**src/rtl/fetch_unit.sv**
```systemverilog
// Instruction-fetch requester: owns the fetch PC, issues one request at a time to the
// instruction cache, buffers returned bundles in a small FIFO and hands them to decode.
module fetch_unit #(
  parameter int unsigned INSTRUCTIONSIZE = 128,
  parameter logic [63:0] RESETVECTOR     = 64'h0,
  parameter int unsigned BUFDEPTH        = 2
) (
  input  logic                       clk,
  input  logic                       rst_n,
  output logic [63:0]                fetchAddress,
  output logic                       doFetch,
  input  logic [INSTRUCTIONSIZE-1:0] instruction,
  input  logic                       doneFetch,
  input  logic                       redirect,
  input  logic [63:0]                redirectAddress,
  output logic                       instValid,
  output logic [INSTRUCTIONSIZE-1:0] instData,
  output logic [63:0]                instAddress,
  input  logic                       instReady
);

  localparam int unsigned PTRW = (BUFDEPTH > 1) ? $clog2(BUFDEPTH) : 1;
  localparam int unsigned CNTW = PTRW + 1;
  localparam logic [CNTW-1:0] FULL = CNTW'(BUFDEPTH);
  localparam logic [63:0] STEP = 64'(INSTRUCTIONSIZE / 8);

  typedef enum logic [1:0] {IDLE, FETCH, DRAIN} state_t;

  state_t                     state;
  logic [63:0]                pc;
  logic [INSTRUCTIONSIZE-1:0] mem_data [BUFDEPTH];
  logic [63:0]                mem_addr [BUFDEPTH];
  logic [PTRW-1:0]            rd_ptr, wr_ptr;
  logic [CNTW-1:0]            count;

  logic                       push_c, pop_c;
  logic [PTRW-1:0]            nxt_rd, nxt_wr;
  logic [CNTW-1:0]            nxt_count;
  logic [INSTRUCTIONSIZE-1:0] head_data;
  logic [63:0]                head_addr;

  // Request FSM; a redirected request is never withdrawn, its response is drained instead.
  always_ff @(posedge clk or negedge rst_n) begin
    if (!rst_n) begin
      state        <= IDLE;
      pc           <= RESETVECTOR;
      doFetch      <= 1'b0;
      fetchAddress <= RESETVECTOR;
    end else begin
      case (state)
        IDLE: begin
          if (redirect) begin
            pc <= redirectAddress;
          end else if (count < FULL) begin
            fetchAddress <= pc;
            doFetch      <= 1'b1;
            state        <= FETCH;
          end
        end
        FETCH: begin
          if (redirect) begin
            pc <= redirectAddress;
            if (doneFetch) begin
              doFetch <= 1'b0;
              state   <= IDLE;
            end else begin
              state <= DRAIN;
            end
          end else if (doneFetch) begin
            pc      <= pc + STEP;
            doFetch <= 1'b0;
            state   <= IDLE;
          end
        end
        DRAIN: begin
          if (redirect) pc <= redirectAddress;
          if (doneFetch) begin
            doFetch <= 1'b0;
            state   <= IDLE;
          end
        end
        default: state <= IDLE;
      endcase
    end
  end

  // FIFO next-state; flush wins over a same-cycle push or pop.
  always_comb begin
    push_c    = (state == FETCH) && doneFetch && !redirect;
    pop_c     = instValid && instReady && !redirect;
    nxt_rd    = rd_ptr + PTRW'(pop_c);
    nxt_wr    = wr_ptr + PTRW'(push_c);
    nxt_count = count + CNTW'(push_c) - CNTW'(pop_c);
    if (redirect) begin
      nxt_rd    = '0;
      nxt_wr    = '0;
      nxt_count = '0;
    end
    head_data = mem_data[nxt_rd];
    head_addr = mem_addr[nxt_rd];
    if (push_c && (wr_ptr == nxt_rd)) begin
      head_data = instruction;
      head_addr = fetchAddress;
    end
  end

  always_ff @(posedge clk) begin
    if (push_c) begin
      mem_data[wr_ptr] <= instruction;
      mem_addr[wr_ptr] <= fetchAddress;
    end
  end

  // Registered head view: a pushed bundle is visible the cycle after its response.
  always_ff @(posedge clk or negedge rst_n) begin
    if (!rst_n) begin
      rd_ptr      <= '0;
      wr_ptr      <= '0;
      count       <= '0;
      instValid   <= 1'b0;
      instData    <= '0;
      instAddress <= '0;
    end else begin
      rd_ptr    <= nxt_rd;
      wr_ptr    <= nxt_wr;
      count     <= nxt_count;
      instValid <= (nxt_count != '0);
      if (nxt_count != '0) begin
        instData    <= head_data;
        instAddress <= head_addr;
      end
    end
  end

endmodule

```
**config.mk**
```make
export PLATFORM = sky130hd
export DESIGN_NAME = fetch_unit
export DESIGN_NICKNAME = d
export VERILOG_FILES = /design/src/rtl/fetch_unit.sv
export SDC_FILE = /design/constraint.sdc
export NUM_CORES = 1
export LEC_CHECK = 0
export CAP_MARGIN = 15
export CORE_MARGIN = 5
export CORE_UTILIZATION = 33
export CTS_CLUSTER_SIZE = 24
export DETAILED_ROUTE_END_ITERATION = 12
export GPL_TIMING_DRIVEN = 1
export PLACE_DENSITY = 0.54
export SYNTH_ARGS = -nofsm -noshare
export SYNTH_HDL_FRONTEND = slang
export SYNTH_SLANG_ARGS = --single-unit
```
**constraint.sdc**
```tcl
create_clock -name clk -period 8.9 [get_ports clk]
set_input_delay 1.78 -clock clk [delete_from_list [all_inputs] [get_ports clk]]
set_output_delay 1.78 -clock clk [all_outputs]
set_load 0.02 [all_outputs]
```
# Word level (Yosys, flattened, before mapping)
# Memories as Yosys holds them, arrays and structs flattened. A register that Yosys moved wholly into a read port is not among the register bits.
# Cells that the tools add are included.
word_totals:
  register_bits: 136
  mem_bits_rw: 384
  inputBits: 197
  out_inout_bits: 258
  elab_cells: 60
  memories: 2
classes:
  addsub: 5
  magnitude_cmp: 1
  n_eq_ne: 7
  muxes: 19
  n_bitwise: 1
  reduce_logical: 17
memory_table:
  columns: ["memory", "words", "width", "rd", "rd_ports_with_merged_regs", "wr", "line", "rtl"]
  rows:
  - ["mem_data", 2, 128, 1, 1, 1, "31", "logic [INSTRUCTIONSIZE-1:0] mem_data [BUFDEPTH];"]
  - ["mem_addr", 2, 64, 1, 1, 1, "32", "logic [63:0] mem_addr [BUFDEPTH];"]
ops:
  columns: ["cell", "count"]
  rows:
  - ["64-bit two-way mux", 3]
  - ["64-bit one-hot mux with 2 select lines", 1]
  - ["64-bit by 5-bit adder with 64-bit output, second input constant", 1]
  - ["2-bit two-way mux", 6]
  - ["1-bit two-way mux", 7]
  - ["2-bit one-hot mux with 3 select lines", 1]
  - ["3-bit AND reduction", 2]
  - ["2-bit nonzero test", 3]
  - ["1-bit logical AND", 4]
  - ["2-bit by 1-bit != test with 1-bit output, second input constant", 2]
  - ["2-bit != test, second input constant", 2]
  - ["4-bit AND reduction", 1]
  - ["2-bit OR reduction", 2]
  - ["1-bit logical NOT", 3]
  - ["3-bit != test, second input constant", 1]
  - ["1-bit adder", 2]
  - ["2-bit by 1-bit adder with 2-bit output", 1]
  - ["2-bit by 1-bit == test with 1-bit output, second input constant", 1]
  - ["2-bit == test, second input constant", 1]
  - ["2-bit logical NOT", 1]
  - ["2-bit < comparator, second input constant", 1]
  - ["1-bit one-hot mux with 2 select lines", 1]
  - ["2-bit AND reduction", 1]
  - ["2-bit by 1-bit subtractor with 2-bit output", 1]
  - ["1-bit NOT", 1]

# Depth between registers and ports, before layout
depth:
  depth_word: 7
  ltp_mapped: 15
  depth_no_buf: 13

# Least setup slack after synthesis
# No wires, ideal clock.
synth_path:
  path_type: "input to register"
  from: "input redirect"
  to: "memory mem_addr[1][0], enable pin"
  setup_ps: 577
  arrival_ps: 6912
  required_time_ps: 8323
  slack_ps: 1411
  cell_stages: 5
  path_buffers: 1
  path_cell_list: "nor2b_1 nand2_1 inv_1 clkbuf_1 ha_1"
synth_between:
  elab_chain_cells: 4
synth_lines:
  columns: ["item", "line", "rtl"]
  rows:
  - ["from (decl)", "14", "input logic redirect,"]
  - ["1-bit logical NOT", "89", "push_c = (state == FETCH) && doneFetch && !redirect;"]
  - ["1-bit logical AND", "89", null]
  - ["1-bit two-way mux", "108", "if (push_c) begin"]
  - ["1-bit two-way mux (implied by the code)", "110", "mem_addr[wr_ptr] <= fetchAddress;"]
  - ["to (decl)", "32", null]
# Every way passes these cells.

# Worst setup path after layout
layout_path:
  from: "input redirect"
  to: "register instData[40] (read register of mem_data)"
layout_between:
  elab_chain_cells: 6
  word_cells_on_any_way: 9
  cone_classes: "add/sub (3); mux (2); reduce/logical (4)"
layout_lines:
  columns: ["item", "line", "rtl"]
  rows:
  - ["1-bit logical NOT", "89, 90", null]
  - ["1-bit logical AND", "89", null]
  - ["2-bit by 1-bit adder with 2-bit output", "93", "nxt_count = count + CNTW'(push_c) - CNTW'(pop_c);"]
  - ["2-bit by 1-bit subtractor with 2-bit output", "93", null]
  - ["2-bit two-way mux", "94", "if (redirect) begin"]
  - ["2-bit nonzero test", "128", "if (nxt_count != '0) begin"]
  - ["to (decl)", "17", "output logic [INSTRUCTIONSIZE-1:0] instData,"]
# Several ways; a longest one is shown, not always the timed one.
# A chain may end at the register's enable or synchronous reset.

==> metrics.md <==
| Metric | Value |
|---|---|
| Final core utilization | `0.4284` |
| Fin. max-slew vios | `0` |
| Crit-path slowest cell | `a21o_4` |
| Post-Syn Area per Cell | `12.39 um2` |
| Final WS setup | `3190 ps` |
| Max Root-Sink Buffers | `3` |
| Tot GR Track Use | `0.1893` |
| Final setup viols | `0` |
| Pre-CTS setup slack | `2456 ps` |
| Drt total wl | `94,390 um` |
| CTS tree | `yes` |
| Clock sink count | `712` |
| CORE AREA | `88,650 um2` |
| RSZ-0062 raised after global routing | `false` |
| Synth async-reset ratio | `0.4607` |
| Sw frac | `0.3698` |
| Hold_ws | `477.7 ps` |
| Hold Vio Cnt, Final | `0` |
| CP delay by family, top | `buffers and inverters` |
| DR vias | `21,820` |
| Min Tclk post-route | `5710 ps` |
| Worst-path cell chain | `clkdlybuf4s50_1 > nor2b_1 > nand2_1 > ha_1 > inv_1 > ha_1 > xor2_1 > xnor2_1 > a21o_4 > inv_6 > buf_4 > o21ai_0 > o21ai_0` |
| Core Rows | `109` |
| Top post-synthesis cells by area | `edfxtp_1, dfrtp_1, o21ai_0` |
| Die area | `95,630 um2` |
| Top-count cell post-synth | `o21ai_0` |
| First-pass GRT wire length | `141,100 um` |
| Yosys cell types | `60` |
| Final Cycle Share | `0.6415` |
| Final-stage net count | `2,967` |
| P_sw | `0.004868 W` |
| EDFF count, synth | `384` |
| Worst-Margin Slew | `1391 ps` |
| Port Buffers | `454` |
| # Post-CTS Setup Buffers | `0` |
| Outcome | `finished clean` |
| DRT Pass-1 Iters | `5` |
| Share of the synthesized area in the top cell type | `0.3902` |
| Pin count of the biggest net entering global routing | `225` |
| Crit end category | `register` |
| Resized Gates After CTS | `0` |
| Wire per inst | `23.58 um` |
| Starting density of the core | `0.3334` |
| Pint | `0.008296 W` |
| Seq pwr share | `0.396` |
| Number of synthesized register bits | `712` |
| CTS Buf Count | `82` |
| Comb pwr share | `0.344` |
| Boundary Pins | `455` |
| GPL Wtd Cong | `0.8218` |
| Ys flop type | `edfxtp_1` |
| Register area share after synthesis | `0.6680` |
| Design Power | `0.01316 W` |
| CP Class | `input port to register` |
| Final HPWL DP | `58,630 um` |
| Maximum VDD drop | `0.0001811 V` |
| Grt ovf | `0` |
| Worst EP required | `9390 ps` |
| YS warnings | `0` |
| Area growth from synthesis to layout | `28.52%` |
| Initial antenna violation count | `17` |
| Clock power share | `0.260` |
| Largest area contributor in the netlist | `edfxtp_1` |
| MaxCap Viol Count | `0` |
| Detailed Route Iter0 Violations | `2,037` |
| Worst slew margin | `0.07245` |
| CTS Hold Bufs | `0` |
| Mapped Cells | `2,386` |
| Post-synth top cells | `o21ai_0, edfxtp_1, dfrtp_1, nand2_1` |
| Max Clock Freq | `175.1 MHz` |
| Number of global-route vias before repair | `21,760` |
| Clk_skew | `26.38 ps` |
| Final ANT Viol Nets | `0` |
| Vias per cell | `5.451` |
| LEAKAGE | `13.57 nW` |
| Clock root buffer | `clkbuf_16` |
| Clock Latency Late Sink | `630 ps` |
| Worst EP arrival | `6200 ps` |
| Share of cells above drive strength 1 | `0.08593` |
| CTS H-Tree Depth | `3` |
| Worst Path Buf+Inv | `4` |
| Critical Path Fanout Max | `112` |
| Pwr Density | `346.6 nW/um2` |
| DIE WIDTH | `309.2 um` |
| Setup crit start kind | `input port` |
| Hold WC Path Type | `register to register` |
| Worst-path clk slew | `60 ps` |
| Worst path max stage delay | `850 ps` |
| DR DRC count | `0` |
| Synthesized Nets | `2,593` |
| Sum Neg Setup Slack | `0 ps` |
| Post-Synthesis Cell Area | `29,550 um2` |
| Die H | `309.2 um` |
final cells by class:
| cell class | count | area, um2 |
|---|---|---|
| Fill cell | 8171 | 50670 |
| Sequential cell | 712 | 19740 |
| Multi-Input combinational cell | 1467 | 9104 |
| Timing Repair Buffer | 483 | 4830 |
| Clock buffer | 116 | 2332 |
| Tap cell | 1165 | 1458 |
| Clock inverter | 36 | 429.2 |
| Inverter | 14 | 62.56 |
| Antenna cell | 10 | 25.02 |
power groups by stage:
stage | Combinational [W] | Clock (W) | Sequential, W
detailed placement | 0.00460 | 0 | 0.00526
floorplan | 0.00190 | 0 | 0.00564
CTS | 0.00461 | 0.00351 | 0.00521
global route | 0.00491 | 0.00366 | 0.00531
finish | 0.00453 | 0.00342 | 0.00521
global placement | 0.00452 | 0 | 0.00523
state kept, by name (all words and copies together), names as in the netlist:
name / count
wr_ptr: 1
rd_ptr: 1
fetchAddress: 64
instValid: 1
mem_addr: 128
pc: 64
count: 2
instData: 128
state: 2
doFetch: 1
instAddress: 64
mem_data: 256
layout by cell type, fill, tap and decap left out, types with 15 or more instances in the layout:
cell type        Yosys  routed
buf_4                0      24
edfxtp_1           384     384
nor2_1              41      40
dfrtp_1            328     328
a2bb2oi_1           16      16
a221oi_1           193     193
nand3_1             46      46
clkdlybuf4s50_1      0     453
clkbuf_1           173      21
nor2b_1            193     193
nor4_1              16      16
o21ai_0            401     401
nand2_1            248     247
clkbuf_16            0      84
o22ai_1             16      16
mux2_2              68      68
clkinv_2             0      15
nand4_1             24      24
a21oi_1             39      38
worst paths after layout:
check | end | cells past startpoint | slack (ps) | from
worst max-delay path | instData[40] | 13 | 3190 | redirect
worst min-delay path | instData[67] | 2 | 480 | instData[67]
worst max register to register | instData[40] | 14 | 4410 | state[1]
worst min register to register | instData[67] | 2 | 480 | instData[67]
max in group asynchronous | pc[15] | 2 | 6250 | rst_n
min in group asynchronous | instData[82] | 1 | 1120 | rst_n
cells by family (layout without fill, tap and decap cells):
| group | after synthesis | count (layout) | synth area share |
|---|---|---|---|
| AOI/OAI and AO/OA | 744 | 744 | 0.1620 |
| DFF | 712 | 712 | 0.6680 |
| and+or+nand+nor | 639 | 639 | 0.1111 |
| buffers and inverters | 207 | 649 | 0.02642 |
| muxes | 71 | 71 | 0.02693 |
| adders and majority gates | 10 | 10 | 0.004234 |
| xor gates and xnor gates | 3 | 3 | 0.001355 |
| other | 0 | 10 | 0 |
worst register-to-register path, cell delays in order (launching register included):
cell	delay [ps]
dfrtp_1	460
inv_1	150
ha_1	220
nor2b_1	200
nand2_1	160
ha_1	310
inv_1	40
ha_1	170
xor2_1	150
xnor2_1	240
a21o_4	850
inv_6	580
buf_4	540
o21ai_0	160
o21ai_0	130
per-stage QoR:
step	instance area (um2)	cells
after floorplan	29550	2386
after global placement	35190	3841
after detailed placement	35190	3841
after CTS	37950	3993
after global routing	37960	3994
final	37980	4003
metal layers:
| layer | share of wire | global-route usage | vias up |
|---|---|---|---|
| li1 | - | - | 9844 |
| met1 | 0.42 | 0.2507 | 11080 |
| met2 | 0.49 | 0.3137 | 741 |
| met3 | 0.070 | 0.04587 | 137 |
| met4 | 0.022 | 0.05231 | 16 |
| met5 | 0.0012 | 0 | - |
Note: power is estimated with default switching activity, not from simulation.
